## src/rtl/ps2_host_ctrl.sv

```systemverilog
// PS/2 host controller for the keyboard port.
// Owns the open-drain PS2C/PS2D lines: receives device frames, sends host
// commands with the inhibit/request-to-send handshake, checks the line ACK
// and waits for the device's 0xFA/0xFE reply, resending on 0xFE.
//
// Command handshake: a command transfers on any cycle where cmd_valid and
// cmd_ready are both high; cmd_byte must be stable while cmd_valid is high,
// and cmd_valid may stay high while an incoming device frame is received.
module ps2_host_ctrl #(
  parameter int INHIBIT_CYCLES = 2500,
  parameter int TIMEOUT_CYCLES = 375000,
  parameter int MAX_RETRY      = 3
) (
  input  logic       clk_25MHz,
  input  logic       clr_n,
  input  logic       ps2c_in,
  input  logic       ps2d_in,
  output logic       ps2c_oe,
  output logic       ps2d_oe,
  input  logic       cmd_valid,
  input  logic [7:0] cmd_byte,
  output logic       cmd_ready,
  output logic       tx_done,
  output logic       tx_err,
  output logic [7:0] rx_byte,
  output logic       rx_valid,
  output logic       rx_err,
  output logic       busy
);

  localparam int CNT_MAX = (TIMEOUT_CYCLES > INHIBIT_CYCLES) ? TIMEOUT_CYCLES : INHIBIT_CYCLES;
  localparam int CW      = $clog2(CNT_MAX + 1);
  localparam int RW      = $clog2(MAX_RETRY + 2);

  typedef enum logic [2:0] {
    S_IDLE, S_RX, S_INHIBIT, S_RTS, S_TX, S_LACK, S_RESP, S_RESP_RX
  } state_t;

  // Input conditioning
  logic [1:0] c_sync, d_sync;
  logic [7:0] c_shift, d_shift;
  logic       c_filt, d_filt;
  logic       fall;

  // FSM and datapath registers with their next values
  state_t          state_q, state_d;
  logic [CW-1:0]   cnt_q, cnt_d;
  logic [3:0]      bit_q, bit_d;
  logic [9:0]      sh_q, sh_d;
  logic [7:0]      cmd_q, cmd_d;
  logic [RW-1:0]   retry_q, retry_d;
  logic            c_oe_d, d_oe_d;
  logic [7:0]      rx_byte_d;
  logic            rx_valid_d, rx_err_d, tx_done_d, tx_err_d;
  logic            tx_abort;

  // Complete frame as seen on the 11th fall: bit 0 start, 8:1 data, 9 parity, 10 stop
  logic [10:0] frame;
  logic [7:0]  frame_data;
  logic        frame_good;
  logic        timeout;

  assign frame      = {d_filt, sh_q};
  assign frame_data = frame[8:1];
  assign frame_good = !frame[0] && frame[10] && (^frame[9:1]);
  assign timeout    = (cnt_q == CW'(TIMEOUT_CYCLES - 1));

  // Falling edge of the filtered clock: the cycle the filter is about to drop
  assign fall      = c_filt && (c_shift == 8'h00);
  assign cmd_ready = (state_q == S_IDLE) && !fall && c_filt;
  assign busy      = (state_q != S_IDLE);

  // Synchronize and glitch-filter both pins; filtered level flips after 8 equal samples
  always_ff @(posedge clk_25MHz) begin
    if (!clr_n) begin
      c_sync  <= 2'b11;
      d_sync  <= 2'b11;
      c_shift <= 8'hFF;
      d_shift <= 8'hFF;
      c_filt  <= 1'b1;
      d_filt  <= 1'b1;
    end else begin
      c_sync  <= {c_sync[0], ps2c_in};
      d_sync  <= {d_sync[0], ps2d_in};
      c_shift <= {c_shift[6:0], c_sync[1]};
      d_shift <= {d_shift[6:0], d_sync[1]};
      if (c_shift == 8'h00)      c_filt <= 1'b0;
      else if (c_shift == 8'hFF) c_filt <= 1'b1;
      if (d_shift == 8'h00)      d_filt <= 1'b0;
      else if (d_shift == 8'hFF) d_filt <= 1'b1;
    end
  end

  // State and datapath registers; reset releases the lines immediately
  always_ff @(posedge clk_25MHz) begin
    if (!clr_n) begin
      state_q  <= S_IDLE;
      cnt_q    <= '0;
      bit_q    <= '0;
      sh_q     <= '0;
      cmd_q    <= '0;
      retry_q  <= '0;
      ps2c_oe  <= 1'b0;
      ps2d_oe  <= 1'b0;
      rx_byte  <= '0;
      rx_valid <= 1'b0;
      rx_err   <= 1'b0;
      tx_done  <= 1'b0;
      tx_err   <= 1'b0;
    end else begin
      state_q  <= state_d;
      cnt_q    <= cnt_d;
      bit_q    <= bit_d;
      sh_q     <= sh_d;
      cmd_q    <= cmd_d;
      retry_q  <= retry_d;
      ps2c_oe  <= c_oe_d;
      ps2d_oe  <= d_oe_d;
      rx_byte  <= rx_byte_d;
      rx_valid <= rx_valid_d;
      rx_err   <= rx_err_d;
      tx_done  <= tx_done_d;
      tx_err   <= tx_err_d;
    end
  end

  // Next-state, line drive and status pulses
  always_comb begin
    state_d    = state_q;
    cnt_d      = cnt_q + CW'(1);
    bit_d      = bit_q;
    sh_d       = sh_q;
    cmd_d      = cmd_q;
    retry_d    = retry_q;
    c_oe_d     = ps2c_oe;
    d_oe_d     = ps2d_oe;
    rx_byte_d  = rx_byte;
    rx_valid_d = 1'b0;
    rx_err_d   = 1'b0;
    tx_done_d  = 1'b0;
    tx_err_d   = 1'b0;
    tx_abort   = 1'b0;

    case (state_q)
      S_IDLE: begin
        c_oe_d = 1'b0;
        d_oe_d = 1'b0;
        if (fall) begin
          // Device frame wins over any pending command
          sh_d    = {d_filt, sh_q[9:1]};
          bit_d   = 4'd1;
          state_d = S_RX;
        end else if (cmd_valid && cmd_ready) begin
          cmd_d   = cmd_byte;
          retry_d = '0;
          c_oe_d  = 1'b1;
          state_d = S_INHIBIT;
        end
      end

      S_RX, S_RESP_RX: begin
        if (fall) begin
          if (bit_q == 4'd10) begin
            state_d = S_IDLE;
            if (state_q == S_RX) begin
              if (frame_good) begin
                rx_valid_d = 1'b1;
                rx_byte_d  = frame_data;
              end else begin
                rx_err_d = 1'b1;
              end
            end else if (frame_good && frame_data == 8'hFA) begin
              tx_done_d = 1'b1;
            end else if (frame_good && frame_data == 8'hFE && retry_q < RW'(MAX_RETRY)) begin
              // Resend the same byte from a fresh inhibit phase
              retry_d = retry_q + RW'(1);
              c_oe_d  = 1'b1;
              state_d = S_INHIBIT;
            end else begin
              tx_err_d = 1'b1;
            end
          end else begin
            sh_d  = {d_filt, sh_q[9:1]};
            bit_d = bit_q + 4'd1;
          end
        end else if (timeout) begin
          if (state_q == S_RX) begin
            rx_err_d = 1'b1;
            state_d  = S_IDLE;
          end else begin
            tx_abort = 1'b1;
          end
        end
      end

      S_INHIBIT: begin
        if (cnt_q == CW'(INHIBIT_CYCLES - 1)) begin
          // Release clock and present the start bit in the same cycle
          c_oe_d  = 1'b0;
          d_oe_d  = 1'b1;
          state_d = S_RTS;
        end
      end

      S_RTS: begin
        if (fall) begin
          d_oe_d  = ~cmd_q[0];
          bit_d   = 4'd1;
          state_d = S_TX;
        end else if (timeout) begin
          tx_abort = 1'b1;
        end
      end

      S_TX: begin
        if (fall) begin
          bit_d = bit_q + 4'd1;
          if (bit_q <= 4'd7) begin
            d_oe_d = ~cmd_q[bit_q[2:0]];
          end else if (bit_q == 4'd8) begin
            // Driving low when the odd-parity bit is 0
            d_oe_d = ^cmd_q;
          end else begin
            d_oe_d  = 1'b0;
            state_d = S_LACK;
          end
        end else if (timeout) begin
          tx_abort = 1'b1;
        end
      end

      S_LACK: begin
        if (fall) begin
          if (!d_filt) begin
            state_d = S_RESP;
          end else begin
            tx_err_d = 1'b1;
            state_d  = S_IDLE;
          end
        end else if (timeout) begin
          tx_abort = 1'b1;
        end
      end

      S_RESP: begin
        if (fall) begin
          sh_d    = {d_filt, sh_q[9:1]};
          bit_d   = 4'd1;
          state_d = S_RESP_RX;
        end else if (timeout) begin
          tx_abort = 1'b1;
        end
      end

      default: state_d = S_IDLE;
    endcase

    if (tx_abort) begin
      c_oe_d   = 1'b0;
      d_oe_d   = 1'b0;
      tx_err_d = 1'b1;
      state_d  = S_IDLE;
    end

    // Our own clock pull during inhibit also creates a fall; it must not restart the inhibit count
    if (state_q == S_IDLE || state_d != state_q || (fall && state_q != S_INHIBIT)) begin
      cnt_d = '0;
    end
  end

endmodule
```

## config.mk

```make
export PLATFORM = sky130hd
export DESIGN_NAME = ps2_host_ctrl
export DESIGN_NICKNAME = d
export VERILOG_FILES = /design/src/rtl/ps2_host_ctrl.sv
export SDC_FILE = /design/constraint.sdc
export NUM_CORES = 1
export LEC_CHECK = 0
export CORE_UTILIZATION = 54
export CTS_CLUSTER_SIZE = 40
export DETAILED_ROUTE_END_ITERATION = 10
export PLACE_DENSITY = 0.74
export SLEW_MARGIN = 20
export SYNTH_ARGS = -nofsm -noshare
export SYNTH_HDL_FRONTEND = slang
export SYNTH_SLANG_ARGS = --single-unit
export TNS_END_PERCENT = 1
```

## constraint.sdc

```tcl
create_clock -name clk_25MHz -period 2.9 [get_ports clk_25MHz]
set_input_delay 0.29 -clock clk_25MHz [delete_from_list [all_inputs] [get_ports clk_25MHz]]
set_output_delay 0.29 -clock clk_25MHz [all_outputs]
set_load 0.02 [all_outputs]
```

== Word level (Yosys, flattened, before mapping) ==
Index checks and enable logic that the tools add are counted.
Word-level totals
  word-level logic and storage cells: 184
  bits in read-only memories: 0
  output and inout port bits: 16
  latch bits: 0
  bits in registers: 83
  memories: 0
  bits in writable memories: 0
Cells by class
  bitwise logic cells: 6
  multipliers: 0
  shift-type cells: 0
  div/mod/pow operators: 0
  equal/unequal tests: 30
  reductions and logical operators: 43
  magnitude comparators: 3
  $add $sub $neg: 3
  muxes and demuxes: 80
Operators with widths (number)
  $mux W3: 22
  $mux W1: 39
  $eq A8 B8 Y1 const B: 4
  $mux W10: 3
  $ne A2 B2 Y1 const B: 11
  $pmux W3 S7: 1
  $pmux W10 S2: 1
  $add A19 B1 Y19 const B: 1
  $eq A19 B12 Y1 const B: 1
  $eq A19 B19 Y1 const B: 1
  $logic_not A8 Y1: 2
  $mux W4: 4
  $reduce_and A5 Y1: 3
  $eq A3 B3 Y1 const B: 4
  $pmux W4 S3: 1
  $logic_and A1 B1 Y1: 10
  $reduce_bool A3 Y1: 3
  $reduce_xor A9 Y1: 1
  $eq A4 B4 Y1 const B: 2
  $reduce_and A4 Y1: 2
  $reduce_and A8 Y1: 1
  $reduce_bool A2 Y1: 4
  $reduce_or A2 Y1: 4
  $reduce_xor A8 Y1: 1
  27 further kinds: 39

== Depth between registers and ports, before layout ==
  word-level depth: 16
  mapped depth: 9
  mapped depth without buffers: 8

== Least setup slack after synthesis ==
Ideal clock, no wire load.
  path kind: reg2reg
  start: register cnt_q[0]
  end: register cnt_q[11]
  library setup time: 0.142 ns
  cell stages (with the launch flop): 10
  period minus slack after synthesis: 2.398 ns
  arrival time: 2.256 ns
  setup slack: 0.502 ns
  cells stage by stage: dfxtp_1 ha_1 buf_4 nor4b_2 nand4_2 or4_4 a32oi_4 o21a_2 buf_6 nor4_2
Between the ends
  word-level cells in the longest chain between the ends: 9
RTL lines
  from (decl): RTL line 47  | logic [CW-1:0] cnt_q, cnt_d;
  from (signal assigned): RTL line 112  | cnt_q <= cnt_d;
  $eq A19 B19 Y1: RTL line 66  | assign timeout = (cnt_q == CW'(TIMEOUT_CYCLES - 1));
  $mux W3 (tied with other cells): RTL line 186  | end else if (timeout) begin
  $mux W3 (tied with other cells): RTL line 162  | if (fall) begin
  $pmux W3 S7 / $pmux W1 S2 (equally long branches): RTL line 144  | case (state_q)
  $mux W3: RTL line 258  | if (tx_abort) begin
  $ne A3 B3 Y1: RTL line 266  | if (state_q == S_IDLE || state_d != state_q || (fall && state_q != S_INHIBIT)) begin
  $logic_or A1 B1 Y1 (2 in a row): RTL line 266
  $reduce_or A2 Y1 (no line)
Parallel ways exist; a longest one is shown, timed or not.
A chain may end at the register's enable or synchronous reset.

== Final worst setup path ==
  start: register c_shift[0]
  end: output port cmd_ready
Between the ends
  word-level cells in the longest chain between the ends: 5
RTL lines
  from (decl): RTL line 41  | logic [7:0] c_shift, d_shift;
  from (signal assigned): RTL line 85  | c_shift <= {c_shift[6:0], c_sync[1]};
  $logic_not A8 Y1: RTL line 69  | assign fall = c_filt && (c_shift == 8'h00);
  $logic_and A1 B1 Y1: RTL line 69
  $logic_not A1 Y1: RTL line 70  | assign cmd_ready = (state_q == S_IDLE) && !fall && c_filt;
  $logic_and A1 B1 Y1 (2 in a row): RTL line 70
  to (decl): RTL line 22  | output logic cmd_ready,
No other way between the ends.

==> reports/qor.yml <==
cells_and_area:
  antenna_cells_inserted: 0
  final_area_sq_mm: 0.00463
  fin_nets: 481
  fillerInstances: 612
  area_growth_pct: 14.9
  drive_gt1_share_pct: 13.2
global_route:
  vias_in_the_first_global_route: 3006
  grtUsageTotal_pct: 23.0
  grt_first_pass_wirelength_microns: 13900
  antenna_found_initial: 0
  maximum_number_of_pins_on_one_net_before_global_route_repair: 36
  gr-total-overflow: 0
timing:
  setup-tns-final_ns: 0
  report.final.slew_viol_count: 0
  final.hold.worst_slack_ns: 0.414
  finalCritPeriodShare_pct: 88.3
  grt_setup_unrepaired: "no"
  slew_headroom_pct: 57.3
  actual_transition_at_the_worst_max_transition_pin_ns: 0.639
  setup_viol: 0
  period_needed_ns: 2.56
  setup_slack_ns: 0.338
  fmax_mhz: 390
  skew_ns: 0.00834
  timing.final.hold_violations: 0
setup_path:
  critical_path.startpoint_type: "register"
  timing.critical_path.cells: "nor4_2 -> nand3_1 -> buf_4 -> and3_1 -> clkdlybuf4s50_1"
  worst-endpoint-required_ns: 2.61
  setup.worst_path.start: "c_shift[0]"
  startpoint_to_endpoint_class_of_the_critical_path: "reg2out"
  cp_arrival_ns: 2.27
  worst_setup_path_end_kind: "primary output"
  r2r_cells: 7
  worst-path-buf-inv: 2
  critical-path-slowest-cell: "sky130_fd_sc_hd__clkdlybuf4s50_1"
  timing.critical_path.depth: 5
  critical_path.max_fanout: 9
  r2r_end: "cnt_q[7]"
  reg_to_reg_startpoint: "cnt_q[0]"
  critPathMaxStageDelay_ns: 0.53
  timing.critical_path.to: "cmd_ready"
  worst-r2r-setup-slack_ns: 0.35
  cell_family_contributing_the_most_delay_on_the_critical_path: "simple AND/OR/NAND/NOR gates"
synth:
  postSynthNetCount: 450
  synth.area.mux_share_pct: 7.82
  synth-xor-area-share_pct: 6.64
  dominantRegCellSynth: "sky130_fd_sc_hd__dfxtp_1"
  synthesized_area_per_cell_sq_um: 9.44
  synth.cells.most_frequent: "sky130_fd_sc_hd__dfxtp_1 (83), sky130_fd_sc_hd__nor2_1 (55), sky130_fd_sc_hd__nand2_1 (31), sky130_fd_sc_hd__mux2i_1 (27), sky130_fd_sc_hd__nand2b_1 (24)"
  seq_area_frac_synth_pct: 41.2
  asyncSetResetFlopFracSynth_pct: 0
  synth_top_family_by_area: "simple AND/OR/NAND/NOR gates"
  post_synth_and_or_nand_nor_area_fraction_pct: 27.9
  synth_edf_count: 0
  syn-instance-count: 427
  synth_top_cell_area_share_pct: 41.2
  netlist_area_sq_mm: 0.00403
  synth-seq-cells: 83
  synth_top_area_cell: "sky130_fd_sc_hd__dfxtp_1"
  synth_adder_area_share_pct: 3.35
  yosys.cell_count.top_type: "sky130_fd_sc_hd__dfxtp_1"
  synth_warnings: 0
  yosys-top-cells-area: "sky130_fd_sc_hd__dfxtp_1 (41%), sky130_fd_sc_hd__mux2i_1 (6.7%), sky130_fd_sc_hd__nor2_1 (5.1%)"
  yosysUniqueCellTypes: 67
  synth-compound-area-share_pct: 9.59
power:
  pwr_density_cell_mw_per_mm2: 497
  ir_worst_vdd_mv: 0.324
  power.leakage_nw: 1.67
die:
  dieWidth_microns: 88.4
  initial_core_util_pct: 55.6
  core_area_sq_mm: 0.00725
  die_height_microns: 88.4
  die_area_sq_mm: 0.00782
  placementRows: 31
  pin_count: 29
clock_network:
  holdBufCountCts: 0
  cts.repair.resized: 0
  clk_pin_slew_worst_paths_ns: 0.09
  worstSkewPairLatency_ns: 0.35
  cts.path.max_buffers: 2
  cts.sink_count: 83
  cts_made_buffers: 9
  cts_setup_buffers: 0
  cts_htree_levels: 3
  clock_tree.root_cell: "sky130_fd_sc_hd__clkbuf_8"
  cts_tree: "built"
placed_design:
  detailed_place.area_sq_mm: 0.00444
  placement.io_buffers: 28
  post-dp-hpwl_microns: 5770
  gp_routability_congestion: 0.962
  pre_cts_ws_ns: 0.379
run:
  maxCapViolations: 0
detailed_routing:
  drt_first_iter_violations: 276
  route.vias.total: 3157
  drc_markers: 0
  route.antenna.remaining_nets: 0
  detail_route.first_pass.iterations: 6
  average_wire_per_cell_in_the_routed_design_microns: 14.4
  routed_wire_length_microns: 8110
  via_per_inst: 5.62
outcome:
  outcome: "finished, final reports clean"
worst_hold_path:
  hold_path_class: "reg2reg"
[metrics by stage]
stage / std cells / utilization [%] / power, mW
floorplan: 427 / - / 1.40
global placement: 546 / 61.2 / 1.48
detailed placement: 546 / 61.2 / 1.49
CTS: 562 / 63.9 / 2.33
global route: 562 / 63.9 / 2.40
finish: 562 / 63.9 / 2.30
[cell usage in the layout (no fill, tap or decap), drive strengths merged, types with 14 or more instances in the layout]
cell type	synthesis	routed
nand2	31	31
nor4	16	16
nor2	55	55
inv	11	14
nand4	14	14
mux2i	27	27
dfxtp	83	83
clkdlybuf4s50	0	28
nand2b	24	24
xor2	15	15
[layer usage]
metal / global-route usage [%] / share of wire [%] / vias up / wire (microns)
met3: 4.85 / 4.5 / 12 / 365
met2: 38.4 / 48 / 81 / 3870
met1: 29.4 / 46 / 1486 / 3770
met4: 8.36 / 1.2 / 0 / 100
li1: - / - / 1578 / -
met5: 0 / 0 / - / 0
[final cells by class]
class                           count  area, sq um  share of cell area [%]
Multi-Input combinational cell    312         2240                    48.2
Sequential cell                    83         1660                    35.9
Timing Repair Buffer               40          370                    7.99
Clock buffer                        9          124                    2.67
Tap cell                           99          124                    2.67
Clock inverter                      7         73.8                    1.59
Inverter                           12         45.0                   0.972
[flip-flops by register name (all words and copies together) (netlist names), 2 cells and up]
register,count
d_sync,2
state_q,3
c_sync,2
retry_q,3
d_shift,8
rx_byte,8
bit_q,4
cnt_q,19
cmd_q,8
c_shift,8
sh_q,10
[report_power, final]
| part | internal [mW] | switching, mW |
|---|---|---|
| clock | 0.404 | 0.439 |
| sequential | 1.16 | 0.0247 |
| combinational | 0.115 | 0.161 |
[worst min-delay path by stage]
stage | slack, ns | endpoint | depth (start not counted) | startpoint
5_1_grt | 0.44 | c_sync[1] | 1 | c_sync[0]
6_report | 0.41 | c_sync[1] | 1 | c_sync[0]
3_5_place_dp | 0.40 | c_sync[1] | 1 | c_sync[0]
3_3_place_gp | 0.39 | c_sync[1] | 1 | c_sync[0]
2_1_floorplan | 0.39 | c_shift[0] | 1 | c_sync[1]
4_1_cts | 0.42 | c_sync[1] | 1 | c_sync[0]
[kinds of logic (layout without fill, tap and decap cells)]
logic type               count (synthesis)  in the layout
AND/OR/NAND/NOR                        191            191
flip-flops                              83             83
AO/OA/AOI/OAI                           52             52
buffers and inverters                   32             68
XOR/XNOR                                29             29
multiplexers                            29             29
adder cells (fa/ha/maj)                 11             11
No activity file was read; power rests on OpenSTA's default activity.
